==> config.mk <==
export PLATFORM = sky130hd
export DESIGN_NAME = inst_fetch
export DESIGN_NICKNAME = d
export VERILOG_FILES = /design/src/rtl/icepic_lib_pkg.sv /design/src/rtl/call_stack.sv /design/src/rtl/inst_fetch.sv
export SDC_FILE = /design/constraint.sdc
export NUM_CORES = 1
export LEC_CHECK = 0
export CORE_MARGIN = 8
export CORE_UTILIZATION = 50
export DETAILED_ROUTE_END_ITERATION = 12
export GPL_ROUTABILITY_DRIVEN = 0
export PLACE_DENSITY = 0.86
export REMOVE_ABC_BUFFERS = 1
export SLEW_MARGIN = 15
export SYNTH_ARGS = -nofsm -noshare
export SYNTH_HDL_FRONTEND = slang
export SYNTH_SLANG_ARGS = --single-unit
==> constraint.sdc <==
create_clock -name clk -period 2.8 [get_ports clk]
set_input_delay 0.42 -clock clk [delete_from_list [all_inputs] [get_ports clk]]
set_output_delay 0.42 -clock clk [all_outputs]
set_load 0.02 [all_outputs]
==> src/rtl/icepic_lib_pkg.sv <==
// Shared types and constants for the icepic core.
package icepic_lib_pkg;

  localparam int unsigned INST_W      = 12;
  localparam int unsigned JUMP_ADDR_W = 11;

  typedef logic [INST_W-1:0] inst_t;

  // All-zero word decodes as NOP; used for every substituted slot.
  localparam inst_t NOP = 12'h000;

  // Next-PC source chosen by the decoder for the instruction on inst_out.
  typedef enum logic [1:0] {
    PC_NEXT,
    PC_JUMP,
    PC_RET,
    PC_SKIP
  } pc_update_sel_t;

  typedef enum logic [1:0] {
    StFill,
    StRun,
    StFlush
  } fetch_state_e;

  // Computed-goto target: page bits sit above a forced-zero bit 8.
  function automatic logic [JUMP_ADDR_W-1:0] pcl_target(input logic [1:0] page,
                                                        input logic [7:0] pcl);
    return {page, 1'b0, pcl};
  endfunction

endpackage

==> src/rtl/call_stack.sv <==
// Two-entry return-address stack. Overflow drops the bottom entry; underflow
// keeps returning the bottom entry.
module call_stack #(
  parameter int unsigned Width = 10
) (
  input  logic             clk,
  input  logic             rst_n,
  input  logic             push,
  input  logic             pop,
  input  logic [Width-1:0] data_in,
  output logic [Width-1:0] top_out
);

  logic [Width-1:0] top_q;
  logic [Width-1:0] bottom_q;

  // Push shifts top into bottom; pop copies bottom up and leaves bottom alone.
  always_ff @(posedge clk or negedge rst_n) begin
    if (!rst_n) begin
      top_q    <= '0;
      bottom_q <= '0;
    end else if (push) begin
      top_q    <= data_in;
      bottom_q <= top_q;
    end else if (pop) begin
      top_q    <= bottom_q;
    end
  end

  assign top_out = top_q;

endmodule

==> src/rtl/inst_fetch.sv <==
// Two-stage instruction fetch: address registered to a synchronous ROM, the
// returned word is presented to the decoder one cycle later. Redirects cost
// one NOP slot.
module inst_fetch
  import icepic_lib_pkg::*;
#(
  parameter int unsigned           PROG_ADDR_W  = 10,
  parameter logic [PROG_ADDR_W-1:0] RESET_VECTOR = '1
) (
  input  logic                   clk,
  input  logic                   rst_n,
  input  pc_update_sel_t         pc_update_sel_in,
  input  logic [JUMP_ADDR_W-1:0] jump_addr_in,
  input  logic                   stack_push_in,
  input  logic                   stack_pop_in,
  input  logic                   skip_cond_in,
  input  logic                   pcl_write_en_in,
  input  logic [7:0]             pcl_data_in,
  input  logic [1:0]             page_in,
  output logic [PROG_ADDR_W-1:0] rom_addr_out,
  input  logic [INST_W-1:0]      rom_data_in,
  output inst_t                  inst_out,
  output logic [PROG_ADDR_W-1:0] pc_out,
  output logic                   flush_out
);

  fetch_state_e state_q, state_d;
  logic [PROG_ADDR_W-1:0] rom_addr_q, rom_addr_d;
  logic [PROG_ADDR_W-1:0] pc_q;
  logic [PROG_ADDR_W-1:0] addr_inc;
  logic [PROG_ADDR_W-1:0] ret_addr;
  logic [PROG_ADDR_W-1:0] stack_top;
  logic                   redirect;
  logic                   stack_push;
  logic                   stack_pop;

  assign addr_inc = rom_addr_q + PROG_ADDR_W'(1);
  assign ret_addr = pc_q + PROG_ADDR_W'(1);

  // State, fetch address and the address of the word now on inst_out.
  always_ff @(posedge clk or negedge rst_n) begin
    if (!rst_n) begin
      state_q    <= StFill;
      rom_addr_q <= RESET_VECTOR;
      pc_q       <= RESET_VECTOR;
    end else begin
      state_q    <= state_d;
      rom_addr_q <= rom_addr_d;
      pc_q       <= rom_addr_q;
    end
  end

  // Next fetch address and state; control inputs only count for real slots.
  always_comb begin
    state_d    = state_q;
    rom_addr_d = addr_inc;
    redirect   = 1'b0;
    stack_push = 1'b0;
    stack_pop  = 1'b0;
    unique case (state_q)
      StFill, StFlush: state_d = StRun;
      StRun: begin
        stack_push = stack_push_in;
        stack_pop  = stack_pop_in & ~stack_push_in;
        if (pcl_write_en_in) begin
          redirect   = 1'b1;
          rom_addr_d = PROG_ADDR_W'(pcl_target(page_in, pcl_data_in));
        end else begin
          unique case (pc_update_sel_in)
            PC_JUMP: begin
              redirect   = 1'b1;
              rom_addr_d = PROG_ADDR_W'(jump_addr_in);
            end
            PC_RET: begin
              redirect   = 1'b1;
              rom_addr_d = stack_top;
            end
            // Taken skip lands on the same address as a plain increment, but
            // the already-fetched word must still be squashed.
            PC_SKIP: redirect = skip_cond_in;
            default: redirect = 1'b0;
          endcase
        end
        if (redirect) state_d = StFlush;
      end
      default: state_d = StFill;
    endcase
  end

  call_stack #(
    .Width (PROG_ADDR_W)
  ) u_call_stack (
    .clk     (clk),
    .rst_n   (rst_n),
    .push    (stack_push),
    .pop     (stack_pop),
    .data_in (ret_addr),
    .top_out (stack_top)
  );

  assign rom_addr_out = rom_addr_q;
  assign pc_out       = pc_q;
  assign flush_out    = (state_q != StRun);
  assign inst_out     = (state_q == StRun) ? inst_t'(rom_data_in) : NOP;

endmodule

### After elaboration in Yosys (flattened, before gate mapping)

Index checks and enable logic that the tools add are counted.

| word-level totals | value |
|---|---|
| register bits | 42 |
| output and inout bits | 33 |
| word-level logic and storage cells | 33 |

| operators by class | value |
|---|---|
| $add $sub $neg | 2 |
| equal/unequal tests | 7 |
| mux-type cells | 13 |
| bitwise gates (word level) | 2 |
| reduce and logical (&&, ||, !) cells | 4 |

Operators by type and width:

| operator | count |
|---|---|
| $mux W10 | 4 |
| $add A10 B1 Y10 const B | 2 |
| $pmux W10 S2 | 1 |
| $mux W12 | 1 |
| $eq A2 B2 Y1 const B | 3 |
| $eq A2 B1 Y1 const B | 2 |
| $mux W1 | 4 |
| $ne A2 B1 Y1 const B | 2 |
| $pmux W2 S2 | 1 |
| $reduce_or A2 Y1 | 2 |
| $logic_not A2 Y1 | 1 |
| $mux W2 | 1 |
| $pmux W1 S2 | 1 |
| $reduce_bool A2 Y1 | 1 |
| $and A1 B1 Y1 | 1 |
| $not A1 Y1 | 1 |

### Logic depth before layout (Yosys ltp)

| depth | value |
|---|---|
| word-level depth | 7 |
| gate-level depth with buffers | 7 |
| depth with buffers taken out | 6 |

### By module

A second synthesis with hierarchy kept.

| unflattened totals | value |
|---|---|
| cell total of the unflattened synthesis | 209 |
| area, all modules | 2,274.7 um^2 |

Modules (own cells, without submodules):

| module | instances | cells each | area each (um^2) | sequential area each (um^2) |
|---|---|---|---|---|
| inst_fetch | 1 | 145 | 1,403.8 | 575.6 |
| call_stack | 1 | 64 | 870.8 | 500.5 |

### Least setup slack after synthesis

No wires, ideal clock.

| timing path | value |
|---|---|
| path kind | reg-to-output |
| from | register state_q[1] |
| to | output port inst_out[10] |
| arrival time | 1.117 ns |
| data required time | 2.380 ns |
| path slack | 1.263 ns |
| cell stages (with the launch flop) | 5 |
| buffers on the path | 2 |
| path through | dfrtp_1 > nor2b_1 > buf_4 > clkbuf_1 > and2_1 |

| on the way | value |
|---|---|
| longest elaborated chain between the ends | 2 |

RTL lines:

| item | RTL line | source |
|---|---|---|
| start: declaration | inst_fetch.sv:27 | `fetch_state_e state_q, state_d;` |
| start signal: assignment | inst_fetch.sv:43 | `state_q <= StFill;` |
| start signal: assignment | inst_fetch.sv:47 | `state_q <= state_d;` |
| $eq A2 B1 Y1 | inst_fetch.sv:104 | `assign inst_out = (state_q == StRun) ? inst_t'(rom_data_in) : NOP;` |
| $mux W12 | inst_fetch.sv:104 |  |
| end: declaration | inst_fetch.sv:22 | `output inst_t inst_out,` |

No other way between the ends.

### Worst setup path in the final report

| timing path | value |
|---|---|
| from | register state_q[1] |
| to | output port inst_out[11] |

Same word-level chain as after synthesis.

==> qor.txt <==
outcome = finished clean
Critical Path Sink Type = output pin
WL met3 = 476 um
Initial Utilization = 52.1%
Area Growth Syn to Fin = 37.1%
Slew Limit Fails = 0
crit path buf inv count = 2
GRT Total Usage = 16.8%
final wirelength = 5.79 mm
crit-path cells = nor2b_2 > buf_4 > and2_1 > clkdlybuf4s50_1
Resize count post-CTS = 0
vias = 1883
max layer used = met4
die span in x = 83.3 um
Async SR Flop Fraction = 100%
switching share of power = 39.9%
Post CTS Setup Buffer Count = 0
Final ANT Viol Nets = 0
Clk Latency, worst-skew pair = 300 ps
required time of the critical path = 2380 ps
vias in the first global route = 2047
Synth top area share = 24.3%
most frequent cells in the layout = clkdlybuf4s50_1 (70), dfrtp_1 (22), dfstp_2 (20)
Leak = 1.28 nW
antenna violations before repair = 0
Worst Skew = 12.4 ps
drc violations = 0
Switch Pwr = 1.43 mW
Comb pwr share = 48.9%
max frequency = 0.440 GHz
Primary FF master, synth = dfrtp_1
hold slack = 259 ps
setup ws final = 529 ps
clock tree root driver cell = clkbuf_8
CTS Hold Bufs = 0
hpwl dp = 4.40 mm
Inserted Clock Buffers = 5
Seq/Total Area, Yosys = 47.5%
io pins = 74
Critical Path Slowest Stage Cell = clkdlybuf4s50_1
met1 wire length = 2.51 mm
number of H-tree levels = 2
Final min period = 2270 ps
largest net degree at the start of global routing = 43
Peak supply drop = 0.623 mV
GR Overflow Total = 0
share of layout cells above drive strength 1 = 19.0%
family with the most delay on the worst path = buffers and inverters
Initial DRC Count = 95
Hold Fails Final Rpt = 0
crit path kind = reg -> out
Post-Syn Instances = 213
sequential fraction of design power = 38.4%
relative max-transition margin = 39.3%
Detailed Routing Iterations Pass 1 = 4
pwr/cell area = 1150 nW/um^2
port buffer count = 71
max-cap viol count = 0
Pint = 2.15 mW
DR WL met2 = 2.73 mm
Clk pin slew, worst setup/hold paths = 80 ps
CP Max Fanout = 15
global-route wire length before repair = 9.74 mm
FP Rows = 24
final setup violation count = 0
Unique masters post-synth = 40
floorplan core area = 4350 um^2
Avg Inst Size Synth = 10.6 um^2
Synth area leaders = dfrtp_1 (24%), dfstp_2 (23%), mux2_2 (4.5%)
synthesized cell area = 2270 um^2
final net count = 330
vias per cell = 5.60
HP Class = in -> async
clk buf depth = 2
crit-path max cell delay = 610 ps
critical path arrival = 1850 ps
post-place setup slack = 623 ps
final worst-path cycle share = 81.1%
setup tns final = 0 ps
# fillers = 296
TritonCTS clock tree = built
routed length per instance = 17.2 um
Setup crit start kind = flop
Post-synth EDFFs = 0
leading area contributor after synthesis = dfrtp_1
flops & latches, synth = 42
clock share of power = 12.6%
die span in y = 83.3 um
Ys Warns = 0
die area = 6940 um^2
ANT cells = 0
RSZ-0062 raised after global routing = no
commonest non-fill, non-tap cell in the layout = clkdlybuf4s50_1
slew of the pin with the lowest slew margin = 911 ps
clock sinks = 42
## metal layers
metal	track usage, %	vias to the layer above
met5	0	-
met4	5.27	0
met3	6.45	6
met2	26.7	83
met1	20.3	896
li1	-	898
## final timing paths
kind	endpoint	slack, ps	cells past startpoint	start
worst max register to register	u_call_stack.top_out[8]	1180	5	pc_out[0]
worst max-delay path	inst_out[11]	530	4	state_q[1]
worst min-delay path	u_call_stack.bottom_q[1]	260	1	rst_n
min in group clk	pc_out[9]	390	0	rom_addr_out[9]
max in group asynchronous	u_call_stack.top_out[3]	1980	1	rst_n
worst min register to register	pc_out[9]	390	0	rom_addr_out[9]
## state kept, by name, indices dropped and copies added (netlist names)
| name | flops |
|---|---|
| u_call_stack.bottom_q | 10 |
| state_q | 2 |
| rom_addr_out | 10 |
| u_call_stack.top_out | 10 |
| pc_out | 10 |
## kinds of logic (layout without fill, tap and decap cells)
group           after synthesis  count (layout)  synth area share [%]
compound gates               52              52                  14.9
xor+xnor                     16              16                  6.18
fa+ha+maj                     6               6                  3.31
buf+inv                      16              87                  3.53
flops                        42              42                  47.5
mux                          17              17                  9.11
simple gates                 64              64                  15.5
## area by class of cell
type,count,area (um^2),share of cell area [%]
Multi-Input combinational cell,155,1110,35.8
Sequential cell,42,1080,34.6
Timing Repair Buffer,74,728,23.4
Clock buffer,6,93.8,3.02
Tap cell,52,65.1,2.09
Inverter,5,18.8,0.604
Clock inverter,2,13.8,0.443
## power by group through the flow
stage / Combinational, mW / Clock (mW) / Sequential [mW]
2_1_floorplan: 0.907 / 0 / 1.45
6_report: 1.75 / 0.452 / 1.37
5_1_grt: 1.91 / 0.480 / 1.42
3_3_place_gp: 1.72 / 0 / 1.35
4_1_cts: 1.77 / 0.455 / 1.37
3_5_place_dp: 1.76 / 0 / 1.37
## synth_stat cells (2+ instances only)
cell	instances
a22oi_1	7
buf_2	4
xnor2_1	10
ha_1	6
and3_1	6
a31oi_1	4
mux2_2	9
nand3_1	9
clkbuf_1	4
dfrtp_1	22
nor3_1	2
o22ai_1	8
o21ai_1	2
mux2_4	5
inv_1	4
nand2_1	13
mux2i_1	3
a22o_1	6
xor2_1	6
buf_4	2
o31ai_1	2
dfstp_2	20
and2_1	12
o22a_1	2
nor2_1	14
a21oi_1	10
o21ai_0	8
## through the flow
stage,total power [mW],utilization (%),instances,instance area [um^2]
finish,3.58,71.4,336,3110
global route,3.81,71.4,336,3110
CTS,3.59,71.4,336,3110
detailed placement,3.13,68.9,328,3000
global placement,3.06,68.9,328,3000
floorplan,2.36,-,202,2210
No activity file was read; power rests on OpenSTA's default activity.
